### src/rtl/key_device.sv
// ---------------------------------------------------------------------------
// key_device
//   Memory-mapped push-button controller. Raw active-low buttons are
//   synchronized, inverted (1 = pressed) and debounced. Each accepted change
//   of the debounced vector is a "key event". A key event latches the new
//   vector into KDATA, sets ready, and flags overrun if the previous value
//   was never read. An interrupt is raised while ready and ie are both set.
//
// Ports
//   clk      : sole clock, rising edge
//   reset    : asynchronous, active-high reset
//   abus     : CPU byte address
//   we       : CPU store strobe
//   re       : CPU load strobe
//   dbusIn   : CPU store data
//   dbusOut  : CPU load data (combinational, zero when not addressed)
//   KEY      : raw buttons, asynchronous, active-low
//   intr     : interrupt request (ready & ie)
//
// Register map
//   ADDR_KDATA : [KEY_BITS-1:0] debounced pressed vector (RO, read clears ready)
//   ADDR_KCTRL : [8] ie (RW), [1] overrun (write 0 clears), [0] ready (RO)
// ---------------------------------------------------------------------------
module key_device #(
    parameter int               DBITS           = 32,
    parameter int               KEY_BITS        = 4,
    parameter logic [DBITS-1:0] ADDR_KDATA      = DBITS'(32'hF0000010),
    parameter logic [DBITS-1:0] ADDR_KCTRL      = DBITS'(32'hF0000110),
    parameter int               DEBOUNCE_CYCLES = 10000
) (
    input  logic                clk,
    input  logic                reset,
    input  logic [DBITS-1:0]    abus,
    input  logic                we,
    input  logic                re,
    input  logic [DBITS-1:0]    dbusIn,
    output logic [DBITS-1:0]    dbusOut,
    input  logic [KEY_BITS-1:0] KEY,
    output logic                intr
);

    // Counter only needs to reach DEBOUNCE_CYCLES-1.
    localparam int               CNT_W   = $clog2(DEBOUNCE_CYCLES);
    localparam logic [CNT_W-1:0] CNT_MAX = CNT_W'(DEBOUNCE_CYCLES - 1);

    logic [KEY_BITS-1:0] s1;
    logic [KEY_BITS-1:0] s2;
    logic [KEY_BITS-1:0] cand;
    logic [CNT_W-1:0]    cnt;
    logic [KEY_BITS-1:0] kdata;
    logic                ready;
    logic                overrun;
    logic                ie;

    logic kdataRead;
    logic ctrlRead;
    logic ctrlWrite;
    logic keyEvent;

    // Exact full-width decode; no partial-address aliasing.
    assign kdataRead = re && (abus == ADDR_KDATA);
    assign ctrlRead  = re && (abus == ADDR_KCTRL);
    assign ctrlWrite = we && (abus == ADDR_KCTRL);

    // The candidate has been stable long enough and differs from what the
    // CPU currently sees.
    assign keyEvent = (cnt == CNT_MAX) && (cand != kdata);

    always_ff @(posedge clk or posedge reset) begin
        if (reset) begin
            s1      <= '0;
            s2      <= '0;
            cand    <= '0;
            cnt     <= '0;
            kdata   <= '0;
            ready   <= 1'b0;
            overrun <= 1'b0;
            ie      <= 1'b0;
        end else begin
            // Invert on entry so the synchronizer resets to "nothing pressed".
            s1 <= ~KEY;
            s2 <= s1;

            // Any change restarts the stability count; otherwise count up
            // and saturate so a long-held value keeps qualifying.
            if (s2 != cand) begin
                cand <= s2;
                cnt  <= '0;
            end else if (cnt != CNT_MAX) begin
                cnt <= cnt + CNT_W'(1);
            end

            if (keyEvent) begin
                kdata <= cand;
            end

            // A new event wins over a simultaneous read: the CPU read the old
            // value, so the new one is still pending.
            if (keyEvent) begin
                ready <= 1'b1;
            end else if (kdataRead) begin
                ready <= 1'b0;
            end

            // An unread value being replaced is an overrun; that outranks a
            // software clear on the same edge.
            if (keyEvent && ready && !kdataRead) begin
                overrun <= 1'b1;
            end else if (ctrlWrite && !dbusIn[1]) begin
                overrun <= 1'b0;
            end

            if (ctrlWrite) begin
                ie <= dbusIn[8];
            end
        end
    end

    always_comb begin
        dbusOut = '0;
        if (kdataRead) begin
            dbusOut = {{(DBITS-KEY_BITS){1'b0}}, kdata};
        end else if (ctrlRead) begin
            dbusOut[8] = ie;
            dbusOut[1] = overrun;
            dbusOut[0] = ready;
        end
    end

    assign intr = ready & ie;

    // Store-data bits with no register behind them.
    logic unusedDbus;
    assign unusedDbus = ^{dbusIn[DBITS-1:9], dbusIn[7:2], dbusIn[0]};

endmodule

### config.mk
export PLATFORM = sky130hd
export DESIGN_NAME = key_device
export DESIGN_NICKNAME = d
export VERILOG_FILES = /design/src/rtl/key_device.sv
export SDC_FILE = /design/constraint.sdc
export NUM_CORES = 1
export LEC_CHECK = 0
export ABC_AREA = 1
export BUFFER_PORTS_ARGS = -buffer_cell sky130_fd_sc_hd__buf_2
export CORE_MARGIN = 5
export CORE_UTILIZATION = 41
export DETAILED_ROUTE_END_ITERATION = 8
export PLACE_DENSITY = 0.77
export SYNTH_ARGS = -nofsm -noshare
export SYNTH_HDL_FRONTEND = slang
export SYNTH_SLANG_ARGS = --single-unit
export TNS_END_PERCENT = 50
### constraint.sdc
create_clock -name clk -period 1.3 [get_ports clk]
set_input_delay 0.195 -clock clk [delete_from_list [all_inputs] [get_ports clk]]
set_output_delay 0.195 -clock clk [all_outputs]
set_load 0.05 [all_outputs]
==> flow_summary.toml <==
[run_status]
status = "finished with violations"
violations = "negative setup slack"

[floorplan]
num_io_pins = 105
die_area_mm2 = 0.00629
dieWidth_um = 79.3
initial_core_util_pct = 42.0
num_rows = 25
coreArea_mm2 = 0.00469
die_y_um = 79.3

[power]
power.internal_mw = 1.73
p_switching_mw = 0.687
p_leak_nw = 1.38
swShare_pct = 28.4
finalPower_mw = 2.42
power_density_mw_per_mm2 = 872
clkPwrFrac_pct = 40.2
power.share.combinational_pct = 16.0
ir_drop_mv = 0.576
p_seq_share_pct = 43.8

[yosys]
synth_simple_gate_area_share_pct = 30.9
synth_top_cell_area_share_pct = 41.9
syn-cell-area_mm2 = 0.00197
yosysSeqAreaShare_pct = 41.9
synth_compound_area_share_pct = 3.24
postSynthAreaPerCell_um2 = 7.57
synth.distinct_cells = 28
synth_mux_area_share_pct = 0
syn_inst = 260
synth_area_leaders = "dfrtp_1 42%, nand2_1 11%, buf_4 10%"
yosys.area.top_type = "dfrtp_1"
ys_ff_latch = 33
synth-xor-area-share_pct = 5.34
synth_top_family_by_area = "simple AND/OR/NAND/NOR gates"
synthAdderAreaFrac_pct = 0.635
ys.warnings.count = 0

[clock_network]
numCtsBuffers = 5
clkSlewWorstSetupHoldPaths_ns = 0.07
clock_sinks = 33
cts_root_buf = "clkbuf_8"
htree_levels = 2
cts_tree = "yes"
clk_latency_ns = 0.29
clockBufferDepth = 2

[timing]
hold_ws_ns = 0.0349
fin_ws_ns = -0.123
fin_crit_sh_pct = 109
fmax_ghz = 0.703
hold_violations = 0
min_period_ns = 1.42
clock-skew-final_ns = 0.00388
setup_violations = 9
rsz0062_at_grt = "yes"
maxSlewViolCount = 0

[hold_path]
hp-class = "primary input to flop"
min_to = "s1[2]$_DFF_PP0_"
hp-start = "KEY[2]"
hold_depth = 2

[global_route]
grt_overflow = 0
grt_antenna_before_repair = 0
grt_pass1_vias = 1646
grt_pass1_wl_um = 6870
grt_util_all_layers_pct = 13.6
grt_start_max_net_pins = 34
use_met3_pct = 3.29
grt_util_met2_pct = 24.3
use_met1_pct = 15.2
busiest_layer = "met2"

[placed_design]
port_buffers = 47
dpl_cell_area_mm2 = 0.00228
pre_cts_ws_ns = -0.262
gp_congestion = 0.850
dp.final_hpwl_um = 3000

[finish]
insertedDiodeCount = 0
final_area_mm2 = 0.00278
finish.utilization_pct = 59.2
finalNetCount = 405
area.growth.synth_to_final_pct = 41.0
drive_gt1_share_pct = 42.6

[critical_path]
worstReg2RegEnd = "cnt[8]$_DFFE_PP0P_"
critPathMaxStageDelay_ns = 0.20
r2r_start = "cnt[0]$_DFFE_PP0P_"
start_kind = "primary input"
crit_fanout = 3
cp_cell_sequence = "buf_6 > nor2_2 > nand2_2 > nor2_4 > nand2_4 > nor3_4 > nand2_1 > nand2_1 > buf_6"
required_ns = 1.11
worst-setup-path-type = "primary input to output port"
ff2ff_path_depth = 7
setup.worst_path.end_class = "output port"
r2r_setup_slack_ns = -0.08
worstPathArrival_ns = 1.23
crit_path_top_delay_cell = "nor3_4"

[drt]
wl_um = 4570
drtAntennaViolNets = 0
firstDrtPassIters = 4
drtIter0Drc = 74
drc = 0
routedWlPerCell_um = 11.8
vias_per_cell = 4.57
vias = 1769

[flow_run]
cap_violations = 0
[cells in the final DEF (no fill, tap or decap), drive strengths merged, types with 4 or more instances in the layout]
master	netlist	routed
nand4	4	4
nor3	11	11
dfrtp	33	33
nor2	50	50
nand2	59	59
xor2	6	6
a21oi	4	4
nand3	11	11
conb	1	27
xnor2	6	6
inv	35	35
buf	27	69
o21ai	4	4
clkbuf	4	5
[sequential cells by signal, indices dropped and copies added, names as in the netlist]
register / count
kdata: 4
ready: 1
overrun: 1
s2: 4
cand: 4
ie: 1
cnt: 14
s1: 4
[critical path: cells and delay by family]
family / cells / cell delay [ns]
and+or+nand+nor: 7 / 0.79
buffers and inverters: 2 / 0.26
[final cells by class]
class / count / area [µm²]
sequential: 33 / 827
multi-input combinational: 187 / 1110
clock inverter: 3 / 46.3
tap: 54 / 67.6
timing repair buffer: 70 / 524
fill: 383 / 1920
clock buffer: 5 / 68.8
inverter: 35 / 136
[through the flow]
step	TNS, ns	std cells
final	-0.565	387
after global routing	-2.14	387
after CTS	-0.435	386
after detailed placement	-1.32	372
after global placement	-0.953	372
after floorplan	-0.150	286
[routing by layer]
metal	up-vias	part of all wire [%]	routed length, µm
li1	888	-	-
met5	-	0	0
met4	0	1.6	75
met2	65	53	2420
met3	7	6.8	313
met1	809	39	1760
[kinds of logic after synthesis]
logic type / after synthesis
simple gates: 137
compound gates: 10
xor+xnor: 12
buf+inv: 66
other cells: 1
fa+ha+maj: 1
flops: 33
[how the worst max path moves through the flow]
stage | start | to | slack (ns)
5_1_grt | abus[3] | dbusOut[0] | -0.18
2_1_floorplan | abus[3] | dbusOut[0] | -0.04
6_report | abus[2] | dbusOut[1] | -0.12
3_3_place_gp | abus[3] | dbusOut[1] | -0.20
4_1_cts | abus[16] | dbusOut[1] | -0.08
3_5_place_dp | abus[3] | dbusOut[1] | -0.26
[synthesized netlist by cell type]
cell type,n
nand3_4,1
inv_1,34
nand4_1,4
xnor2_1,6
nor2_1,47
conb_1,1
nand2_1,56
inv_2,1
a21oi_1,2
and3_1,1
o21ai_0,3
clkbuf_1,4
ha_1,1
nor2_2,1
o22ai_1,1
a21oi_2,2
nor3_2,1
nor2_4,2
nand3_1,8
nor3_1,10
dfrtp_1,33
buf_4,27
nand2_2,3
o21ai_2,1
or2_0,1
xor2_1,6
a31oi_1,1
nand3_2,2
[repair_timing]
action,CTS,global route
hold buffers,1,0
resized for setup,41,50
pin swaps,23,22
setup buffers,5,1
setup endpoints to repair,19,25
hold endpoints to repair,33,0
[power groups by stage]
| stage | clock network, mW | logic [mW] | registers [mW] |
|---|---|---|---|
| 2_1_floorplan | 0 | 0.301 | 1.08 |
| 3_3_place_gp | 0 | 0.314 | 1.08 |
| 3_5_place_dp | 0 | 0.318 | 1.08 |
| 4_1_cts | 1.01 | 0.340 | 1.06 |
| 5_1_grt | 1.06 | 0.416 | 1.06 |
| 6_report | 0.972 | 0.388 | 1.06 |
(Power assumes the default switching activity.)
